<file path="src/rtl/bus_regfile_if.sv">
// bus_regfile_if: signal bundle between the bus controller and the
// destination register file of the 16-bit processor bus.
//   master modport: drives buswires, rin_en, rin, ain, gin, aluresult,
//                   incr_pc; observes r0..r7, a, g, wr_ack.
//   slave modport : the register file itself (the reverse directions).
interface bus_regfile_if #(
   parameter int WIDTH = 16
);
   logic [WIDTH-1:0] buswires;
   logic             rin_en;
   logic [2:0]       rin;
   logic             ain;
   logic             gin;
   logic [WIDTH-1:0] aluresult;
   logic             incr_pc;
   logic [WIDTH-1:0] r0;
   logic [WIDTH-1:0] r1;
   logic [WIDTH-1:0] r2;
   logic [WIDTH-1:0] r3;
   logic [WIDTH-1:0] r4;
   logic [WIDTH-1:0] r5;
   logic [WIDTH-1:0] r6;
   logic [WIDTH-1:0] r7;
   logic [WIDTH-1:0] a;
   logic [WIDTH-1:0] g;
   logic             wr_ack;

   modport master (
      output buswires, rin_en, rin, ain, gin, aluresult, incr_pc,
      input  r0, r1, r2, r3, r4, r5, r6, r7, a, g, wr_ack
   );

   modport slave (
      input  buswires, rin_en, rin, ain, gin, aluresult, incr_pc,
      output r0, r1, r2, r3, r4, r5, r6, r7, a, g, wr_ack
   );
endinterface

</file>
<file path="src/rtl/bus_regfile.sv">
// bus_regfile: destination side of the processor bus. Captures buswires
// into one general register r0..r7 (rin_en/rin), operand register a (ain),
// and loads result register g from aluresult (gin). All outputs come
// straight from flops, so a register written this cycle still shows its
// old value to the bus mux until the next cycle.
// Ports:
//   clk - rising-edge clock
//   rst - synchronous active-high reset (r0..r6, a, g, wr_ack -> 0,
//         r7 -> PC_RESET)
//   bus - bus_regfile_if.slave (bus inputs, register outputs, wr_ack)
// Optional feature: define BUS_REGFILE_PC_INCR_EN to let incr_pc advance
// r7 by one (modulo 2^WIDTH); a bus write to r7 in the same cycle wins and
// the increment is dropped. Without the macro incr_pc is ignored and no
// incrementer exists.
module bus_regfile #(
   parameter int               WIDTH    = 16,
   parameter logic [WIDTH-1:0] PC_RESET = 16'h0000
) (
   input logic          clk,
   input logic          rst,
   bus_regfile_if.slave bus
);

   logic [WIDTH-1:0] regs_r [8];
   logic [WIDTH-1:0] regs_next_s [8];
   logic [WIDTH-1:0] a_r;
   logic [WIDTH-1:0] g_r;
   logic             ack_r;

   // Next value of each general register: bus write, else r7 increment, else hold
   always_comb begin
      for (int i = 0; i < 8; i++) begin
         regs_next_s[i] = regs_r[i];
         if (bus.rin_en && (bus.rin == 3'(i))) begin
            regs_next_s[i] = bus.buswires;
         end else begin
            regs_next_s[i] = regs_r[i];
         end
      end
`ifdef BUS_REGFILE_PC_INCR_EN
      // The bus write has priority; the increment is discarded, not stacked.
      if (bus.incr_pc && !(bus.rin_en && (bus.rin == 3'd7))) begin
         regs_next_s[7] = regs_r[7] + WIDTH'(1);
      end else begin
         regs_next_s[7] = regs_next_s[7];
      end
`endif
   end

`ifndef BUS_REGFILE_PC_INCR_EN
   logic unused_incr_pc_s;
   assign unused_incr_pc_s = bus.incr_pc;
`endif

   // Register bank, operand/result registers and write acknowledge
   always_ff @(posedge clk) begin
      if (rst) begin
         for (int i = 0; i < 7; i++) begin
            regs_r[i] <= '0;
         end
         regs_r[7] <= PC_RESET;
         a_r       <= '0;
         g_r       <= '0;
         ack_r     <= 1'b0;
      end else begin
         for (int i = 0; i < 8; i++) begin
            regs_r[i] <= regs_next_s[i];
         end
         if (bus.ain) begin
            a_r <= bus.buswires;
         end else begin
            a_r <= a_r;
         end
         if (bus.gin) begin
            g_r <= bus.aluresult;
         end else begin
            g_r <= g_r;
         end
         // A lone increment is not a write and is not acknowledged.
         ack_r <= bus.rin_en | bus.ain | bus.gin;
      end
   end

   assign bus.r0     = regs_r[0];
   assign bus.r1     = regs_r[1];
   assign bus.r2     = regs_r[2];
   assign bus.r3     = regs_r[3];
   assign bus.r4     = regs_r[4];
   assign bus.r5     = regs_r[5];
   assign bus.r6     = regs_r[6];
   assign bus.r7     = regs_r[7];
   assign bus.a      = a_r;
   assign bus.g      = g_r;
   assign bus.wr_ack = ack_r;

endmodule

</file>
<file path="src/flat_wrapper.sv">
// flat-port wrapper written by rule: the top's interface ports become plain ports
module bus_regfile_flat 
#(
   parameter int               WIDTH    = 16,
   parameter logic [WIDTH-1:0] PC_RESET = 16'h0000
)
  (clk, rst, bus_buswires, bus_rin_en, bus_rin, bus_ain, bus_gin, bus_aluresult, bus_incr_pc, bus_r0, bus_r1, bus_r2, bus_r3, bus_r4, bus_r5, bus_r6, bus_r7, bus_a, bus_g, bus_wr_ack);
  bus_regfile_if #(.WIDTH(WIDTH)) bus_i ();
  input logic clk;
  input logic rst;
  input wire logic [$bits(bus_i.buswires)-1:0] bus_buswires;
  input wire logic [$bits(bus_i.rin_en)-1:0] bus_rin_en;
  input wire logic [$bits(bus_i.rin)-1:0] bus_rin;
  input wire logic [$bits(bus_i.ain)-1:0] bus_ain;
  input wire logic [$bits(bus_i.gin)-1:0] bus_gin;
  input wire logic [$bits(bus_i.aluresult)-1:0] bus_aluresult;
  input wire logic [$bits(bus_i.incr_pc)-1:0] bus_incr_pc;
  output wire logic [$bits(bus_i.r0)-1:0] bus_r0;
  output wire logic [$bits(bus_i.r1)-1:0] bus_r1;
  output wire logic [$bits(bus_i.r2)-1:0] bus_r2;
  output wire logic [$bits(bus_i.r3)-1:0] bus_r3;
  output wire logic [$bits(bus_i.r4)-1:0] bus_r4;
  output wire logic [$bits(bus_i.r5)-1:0] bus_r5;
  output wire logic [$bits(bus_i.r6)-1:0] bus_r6;
  output wire logic [$bits(bus_i.r7)-1:0] bus_r7;
  output wire logic [$bits(bus_i.a)-1:0] bus_a;
  output wire logic [$bits(bus_i.g)-1:0] bus_g;
  output wire logic [$bits(bus_i.wr_ack)-1:0] bus_wr_ack;
  assign bus_i.buswires = bus_buswires;
  assign bus_i.rin_en = bus_rin_en;
  assign bus_i.rin = bus_rin;
  assign bus_i.ain = bus_ain;
  assign bus_i.gin = bus_gin;
  assign bus_i.aluresult = bus_aluresult;
  assign bus_i.incr_pc = bus_incr_pc;
  assign bus_r0 = bus_i.r0;
  assign bus_r1 = bus_i.r1;
  assign bus_r2 = bus_i.r2;
  assign bus_r3 = bus_i.r3;
  assign bus_r4 = bus_i.r4;
  assign bus_r5 = bus_i.r5;
  assign bus_r6 = bus_i.r6;
  assign bus_r7 = bus_i.r7;
  assign bus_a = bus_i.a;
  assign bus_g = bus_i.g;
  assign bus_wr_ack = bus_i.wr_ack;
  bus_regfile #(.WIDTH(WIDTH), .PC_RESET(PC_RESET)) u_core (.clk(clk), .rst(rst), .bus(bus_i));
endmodule
</file>
<file path="config.mk">
export PLATFORM = sky130hd
export DESIGN_NAME = bus_regfile_flat
export DESIGN_NICKNAME = d
export VERILOG_FILES = /design/src/rtl/bus_regfile_if.sv /design/src/rtl/bus_regfile.sv /design/src/flat_wrapper.sv
export SDC_FILE = /design/constraint.sdc
export NUM_CORES = 1
export LEC_CHECK = 0
export CAP_MARGIN = 20
export CORE_MARGIN = 5
export CORE_UTILIZATION = 30
export DETAILED_ROUTE_END_ITERATION = 8
export HOLD_SLACK_MARGIN = 0.05
export PLACE_DENSITY = 0.62
export SLEW_MARGIN = 20
export SYNTH_ARGS = -nofsm -noshare
export SYNTH_HDL_FRONTEND = slang
export SYNTH_SLANG_ARGS = --single-unit
</file>
<file path="constraint.sdc">
create_clock -name clk -period 2.5 [get_ports clk]
set_input_delay 0.375 -clock clk [delete_from_list [all_inputs] [get_ports clk]]
set_output_delay 0.375 -clock clk [all_outputs]
set_load 0.05 [all_outputs]
</file>
==> results by group <==
Synthesis
  • XOR/XNOR Fraction of Synth Area: 0
  • Compound-Gate Fraction of Synth Area: 0
  • Seq cells post-synth: 161
  • Synth Area in Simple Gates: 0.179
  • Mux cell area share after synthesis: 0.259
  • Syn Nets: 603
  • Synth warnings: 0
  • Synthesized cell area: 0.00619 mm²
  • Yosys cell types: 15
  • Syn avg cell area: 11.0 µm²
  • Mapped Cells: 562
  • Largest family of logic cells by synthesized area: multiplexers
  • Post-synthesis sequential area ratio: 0.520
  • Post-Synth Adder-Cell Area: 0

Setup path
  • Critical Path Start: u_core.regs_r[0][32]
  • Startpoint Class: flop
  • Maximum net fanout on the critical path: 2
  • FF-to-FF End: u_core.regs_r[0][32]
  • Crit-path cells: clkdlybuf4s50_1
  • Critical Path Sink Type: primary output
  • Setup CP Type: reg2out
  • Critical path's largest stage delay: 840 ps
  • R2R cell count: 2
  • CP max-delay cell: clkdlybuf4s50_1
  • Critical Path End: bus_r2[0]
  • Req. time, crit path: 2120 ps
  • Crit path DAT: 1630 ps
  • R2r startpoint: u_core.regs_r[0][32]
  • Instance count on the critical path: 1
  • CP top delay family: buffers and inverters
  • Internal reg-to-reg setup slack: 1840 ps
  • Critical path buffers and inverters: 1

Die
  • Chip Width: 154 µm
  • Core Box Area: 0.0203 mm²
  • IO Pins: 202
  • Die height: 154 µm
  • Initial core utilization: 0.305
  • Row Count: 52
  • Die area: 0.0236 mm²

Power and ir drop
  • Maximum VDD drop: 0.000441 V
  • Pwr/cell area: 672 mW/mm²
  • Total power draw: 6.01 mW
  • LEAKAGE: 3.92 nW

Timing
  • Setup slack after layout: 493 ps
  • Clock skew: 0 ps
  • Rel. slew slack: 0.593
  • Slew Limit Fails: 0
  • RSZ-0062 raised after global routing: false
  • Final Critical Period: 2010 ps
  • Final setup vio count: 0
  • WHS: 444 ps
  • Slew @ Worst Pin: 610 ps
  • Count of final hold-check violations: 0
  • Fin crit share: 0.803
  • Setup TNS: 0 ps
  • Max Freq: 498 MHz

Final layout
  • Reg area: 0.00322 mm²
  • Final instance area: 0.00895 mm²
  • Multi-input gate area: 0.00271 mm²
  • Most frequent cells in the layout: clkdlybuf4s50_1, dfxtp_1, mux2i_1, nand2b_1, nor2_1
  • Nets: 779
  • Fill cell count: 1902
  • Commonest non-fill, non-tap cell in the layout: clkdlybuf4s50_1
  • Syn-to-layout area delta: 44.4%
  • Diode count: 0
  • Layout cell share with drive strength beyond 1: 0.0560

Clock tree
  • Total CTS buffers: 17
  • Cts hold-fix bufs: 0
  • Postcts setup bufs: 0
  • Clock transition at path regs: 70 ps
  • Sink Count: 161
  • Clock root cell: clkbuf_16
  • H-tree Lvls: 4
  • Worst skew pair latency: 420 ps
  • Post-cts resize count: 0
  • Clock Path Buffers: 2
  • CTS tree: built

Routing
  • Met1 WL: 7500 µm
  • Drt initial violations: 148
  • DRC errors left: 0
  • Final ANT Viol Nets: 0
  • Avg WL per Cell: 17.2 µm
  • Top Metal Used: met4
  • Final wirelength: 17500 µm
  • Via count: 4547
  • Metal3 WL: 1470 µm
  • DR WL met2: 8230 µm
  • Vias per cell: 4.46
  • Drt pass-1 iters: 5

Placed design
  • Post-place setup slack: 436 ps
  • IO buf count: 200
  • GP Congestion: 0.749
  • Dpl hpwl: 12800 µm
  • Placed cell area: 0.00837 mm²

Worst hold path
  • Hold WC Path Type: in2reg

Global routing
  • Initial antenna violation count: 0
  • Gr ovfl total: 0
  • Tot GR Track Use: 0.147
  • Vias in the first global route: 4956
  • First-pass GRT wire length: 27600 µm
  • Largest net degree at the start of global routing: 74

Flow run
  • Number of max-cap violations: 0

Status
  • Outcome: completed
-- per-layer routing --
metal / global-route usage / up-vias
li1: - / 2197
met1: 0.173 / 2171
met2: 0.242 / 157
met3: 0.0638 / 22
met4: 0.0479 / 0
met5: 0 / -
-- Yosys cell counts (all sizes together) --
cell type  count  area [µm²]
dfxtp        161        3220
nand4bb        3        33.8
buf           27         154
nor3           1        5.00
nand2b       144         901
nand4b         3        26.3
nor2          33         124
mux2i        160        1600
or4b           1        10.0
and4           1        10.0
clkbuf        28         105
-- cells by family (layout without fill, tap and decap cells) --
group	Yosys count	in the layout
multiplexers	160	160
buffers and inverters	55	243
AND/OR/NAND/NOR	186	186
flip-flops	161	161
-- layout make-up --
class | count | area share
flip-flops and latches | 161 | 0.360
multi-input cells | 346 | 0.303
repair buffers | 212 | 0.235
clock buffers | 22 | 0.0519
well taps | 270 | 0.0378
clock inverters | 9 | 0.0120
-- power breakdown --
| group | internal [mW] | leakage (nW) | switching, mW |
|---|---|---|---|
| registers | 2.64 | 1.31 | 0.0446 |
| logic | 0.296 | 2.34 | 0.474 |
| clock network | 1.52 | 0.276 | 1.03 |
-- metrics by stage --
step | std cells | util
floorplan | 562 | -
global placement | 989 | 0.413
detailed placement | 989 | 0.413
CTS | 1020 | 0.441
global route | 1020 | 0.441
finish | 1020 | 0.441
-- worst min-delay path by stage --
stage / start / endpoint / cells past startpoint
floorplan: bus_rin_en / u_core.bus.wr_ack / 2
finish: rst / u_core.bus.a[1] / 2
global placement: u_core.regs_r[0][125] / u_core.regs_r[0][125] / 2
detailed placement: u_core.regs_r[0][123] / u_core.regs_r[0][123] / 2
global route: rst / u_core.bus.a[4] / 2
CTS: rst / u_core.bus.g[7] / 2
-- flip-flops by register name, indices dropped and copies added, names as in the netlist --
signal / flops
u_core.bus.wr_ack: 1
u_core.bus.a: 16
u_core.regs_r: 128
u_core.bus.g: 16
Note: power is estimated with default switching activity, not from simulation.
